--- src/rtl/keypad_pkg.sv ---
// -----------------------------------------------------------------------------
// keypad_pkg
// Shared definitions for the 4x4 keypad scanner and the seven-segment display
// decoder: scan FSM state encoding, column-drive reset value and the
// (column, row) -> hex key-code map.
// -----------------------------------------------------------------------------
package keypad_pkg;

    typedef enum logic [1:0] {
        SCAN      = 2'd0,
        DEB_PRESS = 2'd1,
        HELD      = 2'd2,
        DEB_REL   = 2'd3
    } kp_state_t;

    localparam logic [3:0] COL_RESET = 4'b0001;

    // Physical keypad legend, column-major: column c, row r -> hex code.
    function automatic logic [3:0] key_map(input logic [1:0] c, input logic [1:0] r);
        logic [3:0] code;
        code = 4'h0;
        case ({c, r})
            4'b00_00: code = 4'hA;
            4'b00_01: code = 4'h7;
            4'b00_10: code = 4'h4;
            4'b00_11: code = 4'h1;
            4'b01_00: code = 4'h0;
            4'b01_01: code = 4'h8;
            4'b01_10: code = 4'h5;
            4'b01_11: code = 4'h2;
            4'b10_00: code = 4'hB;
            4'b10_01: code = 4'h9;
            4'b10_10: code = 4'h6;
            4'b10_11: code = 4'h3;
            4'b11_00: code = 4'hF;
            4'b11_01: code = 4'hE;
            4'b11_10: code = 4'hD;
            4'b11_11: code = 4'hC;
            default:  code = 4'h0;
        endcase
        return code;
    endfunction

endpackage

--- src/rtl/scan_tick_gen.sv ---
// -----------------------------------------------------------------------------
// scan_tick_gen
// Free-running divider producing a one-cycle scan tick every TICK_DIV clocks.
// The counter runs 0..TICK_DIV-1; tick is high while it sits at TICK_DIV-1.
//
// Parameters: TICK_DIV  clk cycles per tick (>= 2)
// Ports:
//   clk   in   system clock
//   rst   in   asynchronous active-high reset (counter -> 0)
//   tick  out  one-cycle scan tick
// -----------------------------------------------------------------------------
module scan_tick_gen #(
    parameter int TICK_DIV = 4800
) (
    input  logic clk,
    input  logic rst,
    output logic tick
);

    localparam int            CW   = (TICK_DIV > 1) ? $clog2(TICK_DIV) : 1;
    localparam logic [CW-1:0] LAST = CW'(TICK_DIV - 1);

    logic [CW-1:0] r_cnt;

    always_ff @(posedge clk or posedge rst) begin
        if (rst) begin
            r_cnt <= '0;
        end else if (r_cnt == LAST) begin
            r_cnt <= '0;
        end else begin
            r_cnt <= r_cnt + CW'(1);
        end
    end

    assign tick = (r_cnt == LAST);

endmodule

--- src/rtl/keypad_scan_ctrl.sv ---
// -----------------------------------------------------------------------------
// keypad_scan_ctrl
// 4x4 keypad scanner: rotates a one-hot column strobe at the scan-tick rate,
// samples the rows once per tick, debounces press and release over DEBOUNCE_N
// ticks, emits one key_valid pulse per physical press and keeps a two-digit
// history for the display multiplexer.
//
// Parameters: TICK_DIV   clk cycles per scan tick (>= 2)
//             DEBOUNCE_N matching ticks needed to accept press / release (1..255)
// Build option: KEYPAD_GHOST_REJECT_EN -- when defined, a row sample is valid
//   only with exactly one row high; otherwise any non-zero sample is valid and
//   the lowest set row is taken.
// Ports:
//   clk        in   system clock
//   rst        in   asynchronous active-high reset
//   row_d[3:0] in   synchronized row inputs, high = contact
//   col_q[3:0] out  one-hot column drive
//   key_code   out  code of last accepted key
//   key_valid  out  one-cycle pulse per accepted press
//   key_held   out  high while an accepted key is not yet released
//   digit_new  out  most recent accepted key
//   digit_old  out  key accepted before digit_new
// -----------------------------------------------------------------------------
module keypad_scan_ctrl #(
    parameter int TICK_DIV   = 4800,
    parameter int DEBOUNCE_N = 8
) (
    input  logic       clk,
    input  logic       rst,
    input  logic [3:0] row_d,
    output logic [3:0] col_q,
    output logic [3:0] key_code,
    output logic       key_valid,
    output logic       key_held,
    output logic [3:0] digit_new,
    output logic [3:0] digit_old
);

    import keypad_pkg::*;

    localparam logic [7:0] DEB_LAST = 8'(DEBOUNCE_N);

    logic       w_tick;
    kp_state_t  r_state, w_state_nxt;
    logic [3:0] w_col_nxt;
    logic [1:0] r_row_idx, w_row_idx_nxt;
    logic [1:0] r_col_idx, w_col_idx_nxt;
    logic [7:0] r_cnt, w_cnt_nxt, w_cnt_inc;
    logic       w_accept;
    logic [3:0] w_code;

    logic [1:0] w_low_row;
    logic [1:0] w_col_enc;
    logic [3:0] w_col_rot;
    logic       w_row_any;
    logic       w_row_one;
    logic       w_sample_ok;
    logic       w_press_match;
    logic       w_row_watched;

    scan_tick_gen #(
        .TICK_DIV (TICK_DIV)
    ) u_tick (
        .clk  (clk),
        .rst  (rst),
        .tick (w_tick)
    );

    // Row sample decode
    always_comb begin
        w_low_row = 2'd3;
        if (row_d[0])      w_low_row = 2'd0;
        else if (row_d[1]) w_low_row = 2'd1;
        else if (row_d[2]) w_low_row = 2'd2;

        w_col_enc = 2'd0;
        case (col_q)
            4'b0001: w_col_enc = 2'd0;
            4'b0010: w_col_enc = 2'd1;
            4'b0100: w_col_enc = 2'd2;
            4'b1000: w_col_enc = 2'd3;
            default: w_col_enc = 2'd0;
        endcase
    end

    assign w_col_rot     = {col_q[2:0], col_q[3]};
    assign w_row_any     = |row_d;
    assign w_row_one     = w_row_any && ((row_d & (row_d - 4'd1)) == 4'd0);
    assign w_row_watched = row_d[r_row_idx];
    // Counter never needs to exceed DEBOUNCE_N; hold it there if it gets there.
    assign w_cnt_inc     = (r_cnt >= DEB_LAST) ? DEB_LAST : r_cnt + 8'd1;

`ifdef KEYPAD_GHOST_REJECT_EN
    assign w_sample_ok   = w_row_one;
    assign w_press_match = (row_d == (4'b0001 << r_row_idx));
`else
    assign w_sample_ok   = w_row_any;
    assign w_press_match = w_row_watched;
`endif

    // Next-state / next-data logic; everything holds between ticks.
    always_comb begin
        w_state_nxt   = r_state;
        w_col_nxt     = col_q;
        w_row_idx_nxt = r_row_idx;
        w_col_idx_nxt = r_col_idx;
        w_cnt_nxt     = r_cnt;
        w_accept      = 1'b0;

        if (w_tick) begin
            case (r_state)
                SCAN: begin
                    if (w_sample_ok) begin
                        w_row_idx_nxt = w_low_row;
                        w_col_idx_nxt = w_col_enc;
                        w_cnt_nxt     = 8'd1;
                        if (DEB_LAST == 8'd1) begin
                            w_state_nxt = HELD;
                            w_accept    = 1'b1;
                        end else begin
                            w_state_nxt = DEB_PRESS;
                        end
                    end else begin
                        w_col_nxt = w_col_rot;
                    end
                end
                DEB_PRESS: begin
                    if (w_press_match) begin
                        w_cnt_nxt = w_cnt_inc;
                        if (w_cnt_inc == DEB_LAST) begin
                            w_state_nxt = HELD;
                            w_accept    = 1'b1;
                        end
                    end else begin
                        w_state_nxt = SCAN;
                        w_col_nxt   = w_col_rot;
                        w_cnt_nxt   = 8'd0;
                    end
                end
                HELD: begin
                    // Only the accepted row is watched; other rows are ignored.
                    if (!w_row_watched) begin
                        if (DEB_LAST == 8'd1) begin
                            w_state_nxt = SCAN;
                            w_col_nxt   = w_col_rot;
                            w_cnt_nxt   = 8'd0;
                        end else begin
                            w_state_nxt = DEB_REL;
                            w_cnt_nxt   = 8'd1;
                        end
                    end
                end
                DEB_REL: begin
                    if (!w_row_watched) begin
                        if (w_cnt_inc == DEB_LAST) begin
                            w_state_nxt = SCAN;
                            w_col_nxt   = w_col_rot;
                            w_cnt_nxt   = 8'd0;
                        end else begin
                            w_cnt_nxt = w_cnt_inc;
                        end
                    end else begin
                        // Release bounce: back to held, no new key event.
                        w_state_nxt = HELD;
                    end
                end
                default: begin
                    w_state_nxt = SCAN;
                end
            endcase
        end
    end

    assign w_code = key_map(w_col_idx_nxt, w_row_idx_nxt);

    always_ff @(posedge clk or posedge rst) begin
        if (rst) begin
            r_state <= SCAN;
        end else begin
            r_state <= w_state_nxt;
        end
    end

    always_ff @(posedge clk or posedge rst) begin
        if (rst) begin
            col_q     <= COL_RESET;
            r_row_idx <= 2'd0;
            r_col_idx <= 2'd0;
            r_cnt     <= 8'd0;
            key_code  <= 4'd0;
            key_valid <= 1'b0;
            key_held  <= 1'b0;
            digit_new <= 4'd0;
            digit_old <= 4'd0;
        end else begin
            col_q     <= w_col_nxt;
            r_row_idx <= w_row_idx_nxt;
            r_col_idx <= w_col_idx_nxt;
            r_cnt     <= w_cnt_nxt;
            key_valid <= w_accept;
            key_held  <= (w_state_nxt == HELD) || (w_state_nxt == DEB_REL);
            if (w_accept) begin
                key_code  <= w_code;
                digit_old <= digit_new;
                digit_new <= w_code;
            end
        end
    end

endmodule
--- config.mk ---
export PLATFORM = sky130hd
export DESIGN_NAME = keypad_scan_ctrl
export DESIGN_NICKNAME = d
export VERILOG_FILES = /design/src/rtl/keypad_pkg.sv /design/src/rtl/scan_tick_gen.sv /design/src/rtl/keypad_scan_ctrl.sv
export SDC_FILE = /design/constraint.sdc
export NUM_CORES = 1
export LEC_CHECK = 0
export ABC_AREA = 1
export CAP_MARGIN = 40
export CORE_MARGIN = 2
export CORE_UTILIZATION = 57
export CTS_CLUSTER_SIZE = 20
export DETAILED_ROUTE_END_ITERATION = 16
export GPL_ROUTABILITY_DRIVEN = 0
export PLACE_DENSITY_LB_ADDON = 0.12
export SLEW_MARGIN = 20
export SYNTH_ARGS = -nofsm -noshare
export SYNTH_HDL_FRONTEND = slang
export SYNTH_HIERARCHICAL = 1
export SYNTH_SLANG_ARGS = --single-unit
export TNS_END_PERCENT = 1
--- constraint.sdc ---
create_clock -name clk -period 2.5 [get_ports clk]
set_input_delay 0.5 -clock clk [delete_from_list [all_inputs] [get_ports clk]]
set_output_delay 0.5 -clock clk [all_outputs]
set_load 0.01 [all_outputs]
==> results.py <==
metrics = {
    "run_status": {
        "status": "complete, no violations",
    },
    "logic_synthesis": {
        "synth_compound_area_share_pct": 4.44,
        "syn_inst": 311,
        "yosys_warnings": 6,
        "synth.mux.area_fraction_pct": 0,
        "seq_area_frac_synth_pct": 42.9,
        "syn_avg_cell_area_sq_um": 7.70,
        "synth_top_family_by_area": "simple AND/OR/NAND/NOR gates",
        "syn_area_sq_um": 2390,
        "synth_seq_cells": 41,
        "syn-num-nets": 326,
        "synth_fa_ha_area_share_pct": 4.70,
        "ys_types": 26,
        "synthSimpleGateAreaFrac_pct": 36.6,
        "synth_xor_area_share_pct": 2.56,
    },
    "detailed_routing": {
        "avgRoutedWirePerCell_um": 11.4,
        "drt-total-wl_um": 4450,
        "routed_via_density": 5.02,
        "drc": 0,
        "drtPass1Iterations": 4,
        "drtIter0Drc": 97,
        "ant_nets": 0,
        "vias": 1962,
    },
    "clock_tree": {
        "clk_latency_ps": 290,
        "cts_resized": 0,
        "clock_sinks": 41,
        "cts_setup_buffers": 0,
        "cts_made_buffers": 5,
        "root_buffer": "clkbuf_8",
        "cts_htree_levels": 2,
        "hold_buffers": 0,
        "clk_pin_slew_ps": 70,
        "cts_buffer_depth": 2,
        "cts_tree": "built",
    },
    "setup_path": {
        "path_buf_inv": 3,
        "path_max_fanout": 6,
        "regToRegSetupSlack_ps": 290,
        "r2r_cells": 15,
        "crit_cells": 15,
        "startpoint": "u_tick/r_cnt[0]",
        "crit_path_end_kind": "register",
        "r2r_start": "u_tick/r_cnt[0]",
        "crit_path_max_incr_delay_ps": 390,
        "critical_path_arrival_ps": 2400,
        "critPathRequiredTime_ps": 2690,
        "crit_chain": "ha_1 -> nand3_2 -> nor2_4 -> nand3_1 -> inv_2 -> inv_2 -> nor2_8 -> nand3_1 -> nand2_2 -> inv_2 -> ha_1 -> nand3_1 -> nand3_1 -> nand3_1 -> nand2_1",
        "critPathSlowestCell": "dfrtp_1",
        "crit_top_cell": "nand3_1",
        "crit_family": "simple AND/OR/NAND/NOR gates",
        "start_kind": "register",
        "path_class": "register to register",
    },
    "timing": {
        "hold_viol_final": 0,
        "max_freq_mhz": 453,
        "finalClockSkew_ps": 3.96,
        "period_needed_ps": 2210,
        "setup_viol": 0,
        "finalCritPeriodShare_pct": 88.4,
        "slew_headroom_pct": 65.4,
        "drv_slew": 0,
        "worst_pin_slew_ps": 519,
        "rsz0062_at_grt": "no",
        "fin_tns_setup_ps": 0,
    },
    "cells_and_area": {
        "drive_gt1_share_pct": 13.5,
        "diodes": 0,
        "fin_area_sq_um": 2770,
        "area.growth.synth_to_final_pct": 15.6,
        "stdcell_count": 391,
        "finalNetCount": 357,
    },
    "power_and_ir_drop": {
        "power.density_nw_per_um2": 393,
        "vdd_drop_max_uv": 325,
        "p_leak_nw": 1.40,
    },
    "run": {
        "maxCapViolations": 0,
    },
    "global_route": {
        "grt_pass1_vias": 1876,
        "overflow": 0,
        "grt_max_degree": 29,
        "grt_pass1_wl_um": 7760,
        "grt_usage_pct": 22.0,
        "antenna_found_initial": 0,
    },
    "floorplan": {
        "start_util_pct": 59.4,
        "dieArea_sq_um": 4730,
        "std_cell_rows": 23,
        "fp.dieW_um": 68.8,
        "io_pins": 24,
        "die_height_um": 68.8,
        "core-area_sq_um": 4030,
    },
    "worst_hold_path": {
        "hold_start": "digit_old[2]",
        "hp-class": "register to register",
        "whs_path_depth": 2,
    },
    "place": {
        "dp_cells": 385,
        "hpwl_um": 3440,
        "io_buffers": 23,
        "placed_area_sq_um": 2690,
    },
}
## metrics by stage
step / util [%] / total power [mW] / worst slack (ps) / hold slack [ps]
after floorplan: - / 0.693 / 281 / 377
after global placement: 66.9 / 0.709 / 164 / 460
after detailed placement: 66.9 / 0.709 / 105 / 457
after CTS: 68.7 / 1.10 / 253 / 476
after global routing: 68.7 / 1.13 / 21.5 / 518
final: 68.7 / 1.09 / 290 / 473
## worst register-to-register path, stage by stage (launching register included)
cell	delay, ps
dfrtp_1	390
ha_1	200
nand3_2	140
nor2_4	120
nand3_1	110
inv_2	80
inv_2	70
nor2_8	150
nand3_1	110
nand2_2	150
inv_2	70
ha_1	210
nand3_1	100
nand3_1	80
nand3_1	90
nand2_1	50
## flip-flops by register name, summed over array words and instances (netlist names)
register,count
digit_old,4
key_held,1
r_row_idx,2
col_q,4
r_state,2
digit_new,4
u_tick/r_cnt,13
r_col_idx,2
key_valid,1
r_cnt,8
## cells in the mapped netlist
cell type	number	share of area, %
a21oi_1	4	0.84
a22oi_1	1	0.31
buf_4	4	1.3
dfrtp_1	40	42
dfstp_2	1	1.1
ha_1	9	4.7
inv_1	37	5.8
inv_2	9	1.4
inv_4	1	0.26
nand2_1	86	13
nand2_2	6	1.6
nand2_4	4	1.9
nand3_1	31	6.5
nand3_2	5	2.1
nand4_1	5	1.3
nor2_1	41	6.4
nor2_2	1	0.26
nor2_4	4	1.9
nor2_8	1	0.84
nor3_1	2	0.42
o21ai_0	4	0.84
o21ai_1	5	1.0
o21ai_2	2	0.73
o21ai_4	1	0.68
xnor2_1	1	0.37
xor2_1	6	2.2
## where the power goes
| part | total, mW | leakage (nW) | internal, mW | switching, mW |
|---|---|---|---|---|
| sequential | 0.663 | 0.503 | 0.663 | 0 |
| clock | 0.393 | 0.0399 | 0.184 | 0.210 |
| combinational | 0.0329 | 0.860 | 0.0111 | 0.0217 |
## worst paths after layout
kind / end
max: digit_new[0]
min: digit_old[2]
max reg2reg: digit_new[0]
min reg2reg: digit_old[2]
max in group asynchronous: col_q[0]
min in group asynchronous: u_tick/r_cnt[7]
## cells in the final DEF, fill, tap and decap left out, drive strengths merged, types with 6 or more instances in the layout
cell	Yosys	layout
clkdlybuf4s50	0	23
dfrtp	40	40
nor2	47	47
xor2	6	6
nand2	96	96
nand3	36	36
inv	47	47
o21ai	12	12
ha	9	9
## per-layer routing
metal / part of all wire [%] / GRT usage [%] / routed length, um
met5: 0 / 0 / 0
met3: 2.6 / 4.87 / 116
met4: 1.3 / 7.84 / 57
met1: 44 / 24.8 / 1950
met2: 52 / 40.6 / 2330
## cell families after synthesis
logic type / Yosys count
flip-flops: 41
buffers and inverters: 51
XOR/XNOR: 7
AND/OR/NAND/NOR: 186
AO/OA/AOI/OAI: 17
adder cells (fa/ha/maj): 9
## cell type report
| type | count | area (sq um) |
|---|---|---|
| well taps | 50 | 62.6 |
| flip-flops and latches | 41 | 1030 |
| multi-input cells | 219 | 1160 |
| clock inverters | 1 | 5.00 |
| inverters | 47 | 179 |
| fillers | 343 | 1260 |
| repair buffers | 28 | 268 |
| clock buffers | 5 | 68.8 |
No activity file was read; power rests on OpenSTA's default activity.
